**config.mk**
```make
export PLATFORM = sky130hd
export DESIGN_NAME = char_generator_flat
export DESIGN_NICKNAME = d
export VERILOG_FILES = /design/src/rtl/char_generator_if.sv /design/src/rtl/char_generator.sv /design/src/flat_wrapper.sv
export SDC_FILE = /design/constraint.sdc
export NUM_CORES = 1
export LEC_CHECK = 0
export BUFFER_PORTS_ARGS = -buffer_cell sky130_fd_sc_hd__buf_2
export CAP_MARGIN = 20
export CELL_PAD_IN_SITES_DETAIL_PLACEMENT = 2
export CELL_PAD_IN_SITES_GLOBAL_PLACEMENT = 2
export CORE_MARGIN = 4
export CORE_UTILIZATION = 39
export CTS_BUF_LIST = sky130_fd_sc_hd__clkbuf_8
export CTS_CLUSTER_DIAMETER = 60
export DETAILED_ROUTE_END_ITERATION = 7
export PLACE_DENSITY = 0.8
export SLEW_MARGIN = 10
export SYNTH_ARGS = -nofsm -noshare
export SYNTH_HDL_FRONTEND = slang
export SYNTH_SLANG_ARGS = --single-unit
```
**constraint.sdc**
```tcl
create_clock -name clk -period 10.3 [get_ports clk]
set_input_delay 1.03 -clock clk [delete_from_list [all_inputs] [get_ports clk]]
set_output_delay 1.03 -clock clk [all_outputs]
set_load 0.02 [all_outputs]
```
**src/rtl/char_generator_if.sv**
```systemverilog
// char_generator_if: output bundle of the falling-character generator.
//   ch    : ASCII code of the generated character ('A'..'Z')
//   speed : fall speed in pixels per move step (1..7)
//   x     : initial vertical pixel offset (row), 0..63
//   y     : horizontal pixel column of the character slot
// The generator drives the master modport and consumers use the slave modport.
interface char_generator_if;
  logic [7:0] ch;
  logic [2:0] speed;
  logic [8:0] x;
  logic [9:0] y;

  modport master (output ch, output speed, output x, output y);
  modport slave  (input  ch, input  speed, input  x, input  y);
endinterface

```
**src/rtl/char_generator.sv**
```systemverilog
// char_generator: pseudo-random falling-character source.
// A 16-bit Galois LFSR advances on every clk edge. Each edge produces a new
// character, speed, start row and column slot, all registered from the
// advanced LFSR value so they appear with no extra latency.
// Ports:
//   clk    : generation clock (one character per edge)
//   rst    : asynchronous active-high reset, restarts the sequence from SEED
//   out_if : char_generator_if.master carrying ch / speed / x / y
// Parameters:
//   SEED   : LFSR reset value (nonzero)
//   SLOT_W : pixel width of one column slot
//   SLOTS  : number of column slots (SLOTS*SLOT_W <= 640)
module char_generator #(
  parameter logic [15:0] SEED   = 16'hACE1,
  parameter int unsigned SLOT_W = 12,
  parameter int unsigned SLOTS  = 53
) (
  input  logic             clk,
  input  logic             rst,
  char_generator_if.master out_if
);

  localparam int unsigned LFSR_W  = 16;
  localparam int unsigned SLOT_BW = 8;
  localparam int unsigned ALPHA_N = 26;
  localparam logic [LFSR_W-1:0] TAPS = 16'hB400;

  // Elaboration-time parameter sanity.
  if (SEED == 16'h0000) begin : g_bad_seed
    $error("char_generator: SEED must be nonzero");
  end
  if (SLOTS == 0 || SLOT_W == 0 || SLOTS * SLOT_W > 640) begin : g_bad_slots
    $error("char_generator: SLOTS*SLOT_W must be in 1..640");
  end

  // Constant-divisor remainder of an 8-bit value: restoring subtraction
  // against shifted copies of the divisor, unrolled into pure combinational
  // compare/subtract stages.
  function automatic logic [7:0] mod_const(input logic [7:0] v,
                                           input int unsigned d);
    logic [23:0] r;
    logic [23:0] dd;
    r = 24'(v);
    for (int k = 7; k >= 0; k--) begin
      dd = 24'(d) << k;
      if (r >= dd) r = r - dd;
    end
    return 8'(r);
  endfunction

  logic [LFSR_W-1:0]  lfsr_q;
  logic [LFSR_W-1:0]  lfsr_n;
  logic [SLOT_BW-1:0] prev_slot_q;
  logic [SLOT_BW-1:0] slot_raw;
  logic [SLOT_BW-1:0] slot_n;
  logic [7:0]         ch_q,    ch_n;
  logic [2:0]         speed_q, speed_n;
  logic [8:0]         x_q,     x_n;
  logic [9:0]         y_q,     y_n;

  // Galois step; bit 0 feeds back onto the tap positions.
  always_comb begin
    lfsr_n = lfsr_q >> 1;
    if (lfsr_q[0]) lfsr_n = lfsr_n ^ TAPS;
  end

  // Output fields derived from the advanced LFSR value.
  always_comb begin
    ch_n     = 8'h41 + mod_const(lfsr_n[7:0], ALPHA_N);
    speed_n  = lfsr_n[2:0];
    if (lfsr_n[2:0] == 3'd0) speed_n = 3'd1;
    x_n      = {3'b000, lfsr_n[11:6]};
    slot_raw = mod_const(lfsr_n[15:8], SLOTS);
    slot_n   = slot_raw;
    // Bump to the neighbouring slot so consecutive characters never share
    // a column; the last slot wraps to slot 0.
    if (slot_raw == prev_slot_q) begin
      if (32'(slot_raw) == SLOTS - 1) slot_n = '0;
      else                            slot_n = slot_raw + 8'd1;
    end
    y_n      = 10'(32'(slot_n) * SLOT_W);
  end

  // State and output registers.
  always_ff @(posedge clk or posedge rst) begin
    if (rst) begin
      lfsr_q      <= SEED;
      prev_slot_q <= '0;
      ch_q        <= 8'h41;
      speed_q     <= 3'd1;
      x_q         <= 9'd0;
      y_q         <= 10'd0;
    end else begin
      lfsr_q      <= lfsr_n;
      prev_slot_q <= slot_n;
      ch_q        <= ch_n;
      speed_q     <= speed_n;
      x_q         <= x_n;
      y_q         <= y_n;
    end
  end

  assign out_if.ch    = ch_q;
  assign out_if.speed = speed_q;
  assign out_if.x     = x_q;
  assign out_if.y     = y_q;

endmodule

```
**src/flat_wrapper.sv**
```systemverilog
// flat-port wrapper written by rule: the top's interface ports become plain ports
module char_generator_flat 
#(
  parameter logic [15:0] SEED   = 16'hACE1,
  parameter int unsigned SLOT_W = 12,
  parameter int unsigned SLOTS  = 53
)
  (clk, rst, out_if_ch, out_if_speed, out_if_x, out_if_y);
  char_generator_if out_if_i ();
  input  logic clk;
  input  logic rst;
  output wire logic [$bits(out_if_i.ch)-1:0] out_if_ch;
  output wire logic [$bits(out_if_i.speed)-1:0] out_if_speed;
  output wire logic [$bits(out_if_i.x)-1:0] out_if_x;
  output wire logic [$bits(out_if_i.y)-1:0] out_if_y;
  assign out_if_ch = out_if_i.ch;
  assign out_if_speed = out_if_i.speed;
  assign out_if_x = out_if_i.x;
  assign out_if_y = out_if_i.y;
  char_generator #(.SEED(SEED), .SLOT_W(SLOT_W), .SLOTS(SLOTS)) u_core (.clk(clk), .rst(rst), .out_if(out_if_i));
endmodule
```
======== Word-level counts from Yosys, hierarchy flattened ========
Cells that the tools add are included.
operators by class
  bitwise gates (word level) .............. 1
  reduce and logical (&&, ||, !) cells .... 1
  mux-type cells .......................... 11
  magnitude comparators ................... 7
  multipliers ............................. 1
  $add $sub $neg .......................... 9
  equal/unequal tests ..................... 2
operator list
  operator                                                            number
  2-to-1 mux 24 bit                                                   5
  greater-or-equal comparator 24 x 6 -> 1 bit, second input constant  2
  greater-or-equal comparator 24 x 7 -> 1 bit, second input constant  2
  subtractor 24 x 7 -> 24 bit, second input constant                  2
  2-to-1 mux 8 bit                                                    4
  greater-or-equal comparator 24 x 5 -> 1 bit, second input constant  1
  subtractor 24 x 6 -> 24 bit, second input constant                  1
  subtractor 8 x 8 -> 9 bit, second input constant                    2
  greater-or-equal comparator 8 bit, second input constant            2
  2-to-1 mux 16 bit                                                   1
  adder 7 x 8 -> 8 bit, first input constant                          1
  adder 8 x 1 -> 8 bit, second input constant                         1
  equality test 8 x 6 -> 1 bit, second input constant                 1
  equality test 8 bit                                                 1
  multiplier 8 x 2 -> 8 bit, second input constant                    1
  subtractor 8 x 5 -> 8 bit, second input constant                    1
  subtractor 8 x 6 -> 8 bit, second input constant                    1
  NOT 3 -> 4 bit                                                      1
  zero test 3 bit                                                     1
  2-to-1 mux 3 bit                                                    1
word-level totals
  output and inout port bits .............. 30
  bits in registers ....................... 49
  logic and storage cells ................. 38
  input bits .............................. 2

======== Longest topological paths before layout ========
Gate-level depths: netlist (run 1).
  depth after elaboration ................. 12
  gate-level depth with buffers ........... 41
  depth with buffers taken out ............ 38

======== Least setup slack after synthesis (run 1) ========
OpenSTA, ideal clock, no wires.
  path type ............................... register to register
  start ................................... register u_core.lfsr_q[0]
  end ..................................... register u_core.y_q[9], in the netlist u_core.out_if.y[9]
  setup time .............................. 134 ps
  clock period less this slack ............ 7893 ps
  buffers on the path ..................... 4
  arrival time ............................ 7760 ps
  stages on the path, launching flop included .. 41
  data required time ...................... 10166 ps
  slack ................................... 2407 ps
  cell sequence ........................... dfstp_2 > buf_2 > xnor2_1 > inv_1 > ha_1 > or3b_1 > and3_4 > a211o_1 > o21a_1 > o31ai_1 > inv_1 > ha_1 > clkbuf_1 > o21a_1 > buf_2 > xnor2_1 > inv_1 > ha_1 > [5 not listed] > nand3_2 > o211ai_1 > xnor3_1 > and4_1 > buf_2 > o21ai_0 > ha_1 > inv_1 > fa_1 > inv_1 > a21oi_1 > o21bai_1 > a21o_1 > a21oi_1 > o311ai_0 > o21ai_0 > mux2i_1 > o211ai_1
between the ends
  cells in the longest elaborated chain, start to end .. 11
  elaborated cells between the ends (all ways) .. 16
  those cells by class .................... add/sub: 4; mul: 1; order compare: 3; eq/ne: 2; mux: 6
RTL lines
  element                                                                                     line                                        RTL
  start: declaration                                                                          char_generator.sv:51                        logic [LFSR_W-1:0] lfsr_q;
  start signal: assignment                                                                    char_generator.sv:94                        lfsr_q <= lfsr_n;
  2-to-1 mux 16 bit (*)                                                                       char_generator.sv:64                        if (lfsr_q[0]) lfsr_n = lfsr_n ^ TAPS;
  via u_core.lfsr_n[10]                                                                       char_generator.sv:52                        logic [LFSR_W-1:0] lfsr_n;
  subtractor 8 x 8 -> 9 bit or greater-or-equal comparator 8 bit (tied branches)              char_generator.sv:46                        if (r >= dd) r = r - dd;
  2-to-1 mux 24 bit (*)                                                                       char_generator.sv:46
  subtractor 24 x 7 -> 24 bit or greater-or-equal comparator 24 x 7 -> 1 bit (tied branches)  char_generator.sv:46
  2-to-1 mux 24 bit (*)                                                                       char_generator.sv:46
  greater-or-equal comparator 24 x 6 -> 1 bit or subtractor 8 x 6 -> 8 bit (tied branches)    char_generator.sv:46
  2-to-1 mux 8 bit (*)                                                                        char_generator.sv:46
  adder 8 x 1 -> 8 bit or equality test 8 x 6 -> 1 bit (tied branches)                        char_generator.sv:79, char_generator.sv:78
  2-to-1 mux 8 bit                                                                            char_generator.sv:78                        if (32'(slot_raw) == SLOTS - 1) slot_n = '0;
  2-to-1 mux 8 bit (*)                                                                        char_generator.sv:77                        if (slot_raw == prev_slot_q) begin
  via u_core.slot_n[0]                                                                        char_generator.sv:55                        logic [SLOT_BW-1:0] slot_n;
  multiplier 8 x 2 -> 8 bit (*)                                                               char_generator.sv:81                        y_n = 10'(32'(slot_n) * SLOT_W);
  via u_core.y_n[9]                                                                           char_generator.sv:59                        logic [9:0] y_q, y_n;
  end signal: assignment                                                                      char_generator.sv:99                        y_q <= y_n;
  end: declaration                                                                            char_generator.sv:59
The timed path passes the listed nets; every way through them passes the cells marked *.

======== Worst setup path in the final report (run 1) ========
Ends and elaborated chain as after synthesis.

==> results of run 1 <==
report_power, final:
| part | leakage (uW) | internal (uW) | total, uW | switching (uW) |
|---|---|---|---|---|
| Sequential | 0.000594 | 181 | 181 | 0 |
| Clock | 0.0000556 | 71.5 | 136 | 64.2 |
| Combinational | 0.00140 | 0.953 | 6.43 | 5.48 |
cell usage in the layout, fill, tap and decap left out, drive strengths merged, types with 5 or more instances in the layout:
cell / synthesis / layout
xor2: 12 / 12
o31ai: 6 / 6
nand2b: 9 / 9
dfrtp: 35 / 35
nand3: 15 / 15
nor3: 14 / 14
a31oi: 17 / 17
buf: 18 / 28
nand4: 11 / 11
o21a: 9 / 9
ha: 25 / 25
nor2: 35 / 35
clkbuf: 10 / 5
xnor2: 32 / 32
mux2i: 5 / 5
conb: 1 / 5
nor4: 5 / 5
dfstp: 11 / 11
o21ai: 28 / 28
o211ai: 6 / 6
nand2: 40 / 40
inv: 31 / 32
or4: 5 / 5
a21oi: 30 / 30
a21o: 7 / 7
worst paths after layout:
check                            startpoint                  to  slack, ns  cells after the start
setup reg to reg           u_core.lfsr_q[0]  u_core.out_if.y[9]       1.07                     35
max in group asynchronous               rst    u_core.lfsr_q[0]       9.12                      3
setup / recovery           u_core.lfsr_q[0]  u_core.out_if.y[9]       1.07                     35
min in group asynchronous               rst    u_core.lfsr_q[8]       0.64                      2
hold reg to reg            u_core.lfsr_q[6]    u_core.lfsr_q[5]       0.42                      0
hold / removal             u_core.lfsr_q[6]    u_core.lfsr_q[5]       0.42                      0
per-layer routing:
layer / wire length (um) / up-vias / global-route usage [%] / part of all wire [%]
li1: - / 1931 / - / -
met1: 6068 / 2032 / 26.62 / 46
met2: 6734 / 28 / 38.25 / 51
met3: 161 / 14 / 2.326 / 1.2
met4: 218 / 0 / 5.463 / 1.7
met5: 0 / - / 0 / 0
through the flow:
stage | cells | util (%) | setup WS [ns]
detailed placement | 661 | 41.95 | 1.160
CTS | 669 | 42.95 | 1.090
global placement | 661 | 41.95 | 1.680
global route | 670 | 43.14 | 0.2133
floorplan | 522 | - | 2.407
finish | 670 | 43.14 | 1.066
logic make-up after synthesis:
family,after synthesis,synth area share (%)
XOR/XNOR,49,11.31
adder cells (fa/ha/maj),26,7.542
AO/OA/AOI/OAI,160,26.11
multiplexers,6,1.474
AND/OR/NAND/NOR,170,20.87
flip-flops,46,26.40
other,1,0.08498
buffers and inverters,60,6.209
Yosys cell counts (all sizes together) (4+ instances only):
cell type   n  area share [%]
dfstp      11             6.5
xnor3       4             2.0
o21a        9             1.5
o211ai      6             1.4
o31ai       6             1.0
o22ai       4            0.57
nand3      15             1.8
o21ai      28             3.2
xor2       12             2.4
nor2       35             3.0
nand2      40             3.4
a21o        7             1.2
or2         4            0.57
and3        4            0.68
or3         4            0.57
ha         25             7.1
inv        31             2.6
buf        18             2.6
nand4      11             1.6
or4         5            0.94
a31oi      17             2.4
nor2b       4            0.57
o2111ai     4            0.79
nor4        5            0.71
dfrtp      35              20
a21oi      30             3.4
mux2i       5             1.2
nand2b      9             1.3
xnor2      32             6.4
nor3       14             1.7
clkbuf     10            0.85
sequential cells by signal (all words and copies together) (netlist names):
name and count:
u_core.lfsr_q 16, u_core.out_if.ch 8, u_core.out_if.speed 3, u_core.out_if.x 4, u_core.out_if.y 7, u_core.prev_slot_q 8
area by class of cell:
class / instances / area (um2)
clock inverters: 3 / 41.29
repair buffers: 28 / 157.7
multi-input cells: 416 / 2989
inverters: 32 / 120.1
clock buffers: 5 / 68.82
fillers: 1279 / 6218
flip-flops and latches: 46 / 1165
well taps: 140 / 175.2
==> flow_summary.toml, run 1 <==
[cts]
clock_insertion_delay_worst_skew_ns = 0.31
cts_hold_buf = 0
cts_buffers = 5
clockBufferDepth = 2
clk_pin_slew_ns = 0.09
root_buffer = "clkbuf_8"
tritoncts = "built"
cts_resized = 0
cts_htree_levels = 2
cts_sinks = 46
post-cts-setup-buffer-count = 0

[timing]
max_freq_ghz = 0.1083
report.final.slew_viol_count = 0
setup_viol = 0
final.min_clock_period_ns = 9.234
hold_violations = 0
fin_skew_ns = 0.01542
tns_ns = 0
fin_crit_sh_pct = 89.65
tightest_slew_ns = 0.8524
grt_setup_unrepaired = "no"
whs_ns = 0.4165
slew_headroom_pct = 41.55

[synth]
syn_area_um2 = 4413
synth.avg_cell_area_um2 = 8.519
syn_inst = 518
synth-seq-cells = 46
ys_warn_count = 0
synth_edf_count = 0
ys_async_sr_fraction_pct = 100.0
synthDistinctLibCells = 88
yosysSeqAreaShare_pct = 26.40
synth_ff_type = "dfrtp_1"

[worst_setup_path]
path_max_fanout = 12
timing.critical_path.buf_inv = 4
worstSetupPathType = "reg -> reg"
worst_setup_path_start_kind = "register"
required_ns = 10.53
arrival_ns = 9.46
slowest_stage = "a2111oi_0"
critPathTopFamily = "compound AO/OA/AOI/OAI gates"
setup.worst_path.end_class = "register"
slowest_delay_ns = 0.69

[grt]
grt_max_degree = 47
grtUsageTotal_pct = 21.12
antenna_found_initial = 0
grt_pass1_vias = 4362
grt_pass1_wl_mm = 22.67
gr-total-overflow = 0

[placed_design]
io_buffers = 26
placed_area_um2 = 4587
place_congestion = 0.8111
hpwlAfterDp_mm = 10.31

[power_and_ir_drop]
vdd.ir_drop.worst_mv = 0.04379
p_leak_uw = 0.002047
power.total_uw = 322.8
powerDensity_nw_per_um2 = 68.43

[drt]
vias = 4005
via_per_inst = 5.978
drcViolationCount = 0
dr.pass1.iters = 4
first_iter_violations = 165
routedWlPerCell_um = 19.67
wl_mm = 13.18
final_antenna_net_count = 0

[final_layout]
drive_gt1_share_pct = 13.21
final_area_um2 = 4717
synthToLayoutAreaGrowth_pct = 6.890
nets = 557
antennaDiodeCount = 0

[die]
chipHeight_um = 114.4
row_count = 38
core_area_um2 = 10940
chipWidth_um = 114.4
initial_utilization_pct = 40.35
die_area_um2 = 13080
ios = 32

[run_status]
status = "finished, final reports clean"

[hold_path]
hold_class = "reg -> reg"

[flow_run]
cap_violations = 0
(Power assumes the default switching activity.)
==> run 2, diff against run 1 <==
RECOVER_POWER = 25   (was not set)
==> flow_summary.toml, run 2 (synthesis results as in run 1) <==
[drt]
drcViolationCount = 0
vias = 4000
first_iter_violations = 163
final_antenna_net_count = 0
dr.pass1.iters = 4
routedWlPerCell_um = 19.69
via_per_inst = 5.970
wl_mm = 13.19

[worst_setup_path]
worst_setup_path_start_kind = "register"
regToRegSetupSlack_ns = 1.06
worstSetupPathType = "reg -> reg"
crit_start = "u_core.lfsr_q[0]"
slowest_stage = "a2111oi_0"
worstRegToRegCells = 35
timing.rr.start = "u_core.lfsr_q[0]"
arrival_ns = 9.47
path_max_fanout = 12
slowest_delay_ns = 0.69
setup.worst_path.end_class = "register"
required_ns = 10.53
r2r_end = "u_core.out_if.y[9]"

[die]
chipWidth_um = 114.4
initial_utilization_pct = 40.35
chipHeight_um = 114.4
core_area_um2 = 10940
die_area_um2 = 13080
row_count = 38
ios = 32

[cts]
cts_buffers = 5
cts_sinks = 46
clk_pin_slew_ns = 0.09
cts_resized = 0
clock_insertion_delay_worst_skew_ns = 0.31
post-cts-setup-buffer-count = 0
clockBufferDepth = 2
cts_hold_buf = 0
root_buffer = "clkbuf_8"
tritoncts = "built"
cts_htree_levels = 2

[timing]
fin_skew_ns = 0.01577
max_freq_ghz = 0.1083
setup_viol = 0
final.min_clock_period_ns = 9.235
grt_setup_unrepaired = "no"
report.final.slew_viol_count = 0
slew_headroom_pct = 41.55
tns_ns = 0
tightest_slew_ns = 0.8524
whs_ns = 0.4218
hold_violations = 0
fin_crit_sh_pct = 89.66

[hold_path]
timing.hold.worst_path_depth = 0
min_from = "u_core.lfsr_q[12]"
hold_class = "reg -> reg"
min_to = "u_core.lfsr_q[11]"

[final_layout]
nets = 557
synthToLayoutAreaGrowth_pct = 6.890
layout.cells.non_filler = 670
antennaDiodeCount = 0
top_register = "u_core.lfsr_q"
final_common_cell = "nand2_1"
final_cell_mix = "40 x nand2_1, 35 x nor2_1, 35 x dfrtp_1, 32 x xnor2_1, 31 x inv_1"
largest_reg_flops = 16
drive_gt1_share_pct = 12.08

[grt]
grt_pass1_wl_mm = 22.67
grtUsageTotal_pct = 21.12
grt_max_degree = 47
grt_pass1_vias = 4362
antenna_found_initial = 0
gr-total-overflow = 0

[placed_design]
hpwlAfterDp_mm = 10.31
place_congestion = 0.8111
dp.cells = 661
io_buffers = 26

[flow_run]
cap_violations = 0

[power_and_ir_drop]
p_leak_uw = 0.002049
vdd.ir_drop.worst_mv = 0.04379
powerDensity_nw_per_um2 = 68.39

[run_status]
status = "finished, final reports clean"
==> run 2: layout make-up <==
cell class	instances	area [um2]
fillers	1279	6218
flip-flops and latches	46	1165
multi-input cells	416	2989
repair buffers	28	157.7
clock buffers	5	68.82
inverters	32	120.1
clock inverters	3	41.29
well taps	140	175.2
==> run 2: metrics by stage <==
| step | setup WS [ns] | utilization [%] | total power (uW) | area, um2 |
|---|---|---|---|---|
| after floorplan | 2.407 | - | 189.7 | 4428 |
| after global routing | 0.2134 | 43.14 | 339.3 | 4717 |
| after detailed placement | 1.160 | 41.95 | 189.7 | 4587 |
| final | 1.065 | 43.14 | 322.6 | 4717 |
| after CTS | 1.090 | 42.95 | 326.4 | 4697 |
| after global placement | 1.680 | 41.95 | 189.5 | 4587 |
==> run 2: how the worst max path moves through the flow <==
| stage | to | slack, ns |
|---|---|---|
| after floorplan | u_core.out_if.y[9] | 2.41 |
| after global placement | u_core.out_if.y[9] | 1.68 |
| after detailed placement | u_core.out_if.y[9] | 1.16 |
| after CTS | u_core.out_if.y[9] | 1.09 |
| after global routing | u_core.out_if.y[9] | 0.21 |
| final | u_core.out_if.y[9] | 1.06 |
==> run 2: power breakdown <==
part           total (uW)  internal (uW)  switching, uW
clock                 136           71.5           64.2
combinational        6.39          0.926           5.46
sequential            181            181              0
total                 323            253           69.6
==> run 2: metal layers <==
layer  track usage, %  part of all wire [%]  up-vias
li1                 -                     -     1930
met1            26.62                    46     2028
met2            38.25                    51       28
met3            2.326                   1.2       14
met4            5.463                   1.7        0
met5                0                     0        -
==> run 2: worst max-delay path, delay by kind of cell (launching register included) <==
family / cells / cell delay [ns]
and+or+nand+nor: 7 / 2.15
buffers and inverters: 4 / 0.57
DFF: 1 / 0.66
muxes: 1 / 0.09
adders and majority gates: 4 / 1.14
AOI/OAI and AO/OA: 16 / 3.95
xor gates and xnor gates: 3 / 0.61
==> run 3, diff against run 2 <==
BUFFER_PORTS_ARGS = not set   (was -buffer_cell sky130_fd_sc_hd__buf_2)
CORE_UTILIZATION = 41   (was 39)
DONT_BUFFER_PORTS = 1   (was not set)
==> flow_summary.toml, run 3 (synthesis results as in run 1) <==
[final_layout]
final_area_um2 = 4558
nets = 531
top_register = "u_core.lfsr_q"
nFillCells = 1180
final_common_cell = "nand2_1"
antennaDiodeCount = 0
final-seq-area_um2 = 1165
drive_gt1_share_pct = 7.341
largest_reg_flops = 16
multiInputGateArea_um2 = 2989
synthToLayoutAreaGrowth_pct = 3.289
final_cell_mix = "40 x nand2_1, 35 x nor2_1, 35 x dfrtp_1, 32 x xnor2_1, 31 x inv_1"

[timing]
final.min_clock_period_ns = 9.263
report.final.slew_viol_count = 0
slew_headroom_pct = 43.35
max_freq_ghz = 0.1080
grt_setup_unrepaired = "no"
fin_skew_ns = 0.01786
hold_violations = 0
setup_viol = 0
tightest_slew_ns = 0.8262
fin_crit_sh_pct = 89.93
tns_ns = 0
setup_slack_ns = 1.037

[cts]
cts_resized = 0
root_buffer = "clkbuf_8"
cts_sinks = 46
clock_insertion_delay_worst_skew_ns = 0.31
post-cts-setup-buffer-count = 0
clk_pin_slew_ns = 0.10
cts_htree_levels = 2
cts_buffers = 5
cts_hold_buf = 0
clockBufferDepth = 2
tritoncts = "built"

[die]
core_area_um2 = 10420
row_count = 37
chipHeight_um = 111.7
ios = 32
die_area_um2 = 12490
initial_utilization_pct = 42.37
chipWidth_um = 111.7

[placed_design]
placed_area_um2 = 4452
place_ws_ns = 1.227
place_congestion = 0.8137
hpwlAfterDp_mm = 10.11
io_buffers = 0

[grt]
grtUsageTotal_pct = 20.88
grt_pass1_wl_mm = 21.84
grt_pass1_vias = 4196
antenna_found_initial = 0
gr-total-overflow = 0
grt_max_degree = 47

[drt]
drcViolationCount = 0
dr_wl_met2_mm = 6.565
drt-met1-wl_mm = 5.817
topRoutingLayerUsed = "met4"
dr.pass1.iters = 4
routedWlPerCell_um = 19.82
wl_met3_um = 130
wl_mm = 12.69
first_iter_violations = 197
via_per_inst = 6.058
vias = 3877
final_antenna_net_count = 0

[worst_setup_path]
cp-endpoint = "u_core.out_if.y[9]"
timing.rr.start = "u_core.lfsr_q[0]"
setup.worst_path.end_class = "register"
regToRegSetupSlack_ns = 1.04
cp.depth = 36
crit_start = "u_core.lfsr_q[0]"
slowest_delay_ns = 0.76
worstRegToRegCells = 36
r2r_end = "u_core.out_if.y[9]"
critPathTopFamily = "compound AO/OA/AOI/OAI gates"
worst_setup_path_start_kind = "register"
required_ns = 10.50
path_max_fanout = 12
timing.critical_path.buf_inv = 6
slowest_stage = "dfstp_1"
worstSetupPathType = "reg -> reg"
arrival_ns = 9.46
cpMostUsedCell = "inv_1"

[power_and_ir_drop]
vdd.ir_drop.worst_mv = 0.04341
powerDensity_nw_per_um2 = 65.17
p_leak_uw = 0.001916
power.total_uw = 297.1

[run_status]
status = "finished, final reports clean"

[flow_run]
cap_violations = 0

[hold_path]
hold_class = "reg -> reg"
min_from = "u_core.lfsr_q[12]"
## run 3: cell types whose count changed in the layout (fill, tap and decap cells not counted), sizes merged
cell	change
buf	-26
clkinv	+2
bufinv	-1
clkinvlp	-1
## run 3: per-stage QoR
stage | hold slack [ns] | std cells | utilization (%)
after floorplan | 0.3519 | 522 | -
after global placement | 0.4059 | 631 | 42.74
after detailed placement | 0.4056 | 631 | 42.74
after CTS | 0.4194 | 639 | 43.57
after global routing | 0.4703 | 640 | 43.76
final | 0.4455 | 640 | 43.76
## run 3: per-layer routing
layer / GRT usage, % / vias up
met5: 0 / -
met4: 5.191 / 0
met3: 1.902 / 12
met2: 37.69 / 23
met1: 26.77 / 1963
li1: - / 1879
## run 3: power by group
group          switching (uW)  total [uW]  leakage (uW)  internal, uW
registers                   0         181      0.000596           181
clock network            63.3         110     0.0000493          47.0
logic                    5.41        6.21       0.00127         0.796
total                    68.7         297       0.00192           228
## run 3: layout make-up
| type | count | share of cell area (%) |
|---|---|---|
| flip-flops and latches | 46 | 25.56 |
| multi-input cells | 416 | 65.58 |
| clock buffers | 5 | 1.510 |
| well taps | 136 | 3.733 |
| repair buffers | 2 | 0.6039 |
| clock inverters | 3 | 0.3843 |
| inverters | 32 | 2.635 |
## run 3: worst min-delay path by stage
stage | endpoint | slack [ns] | depth (start not counted)
floorplan | u_core.lfsr_q[1] | 0.35 | 0
global placement | u_core.lfsr_q[5] | 0.41 | 0
detailed placement | u_core.lfsr_q[5] | 0.41 | 0
CTS | u_core.lfsr_q[5] | 0.42 | 0
global route | u_core.lfsr_q[11] | 0.47 | 0
finish | u_core.lfsr_q[11] | 0.45 | 0
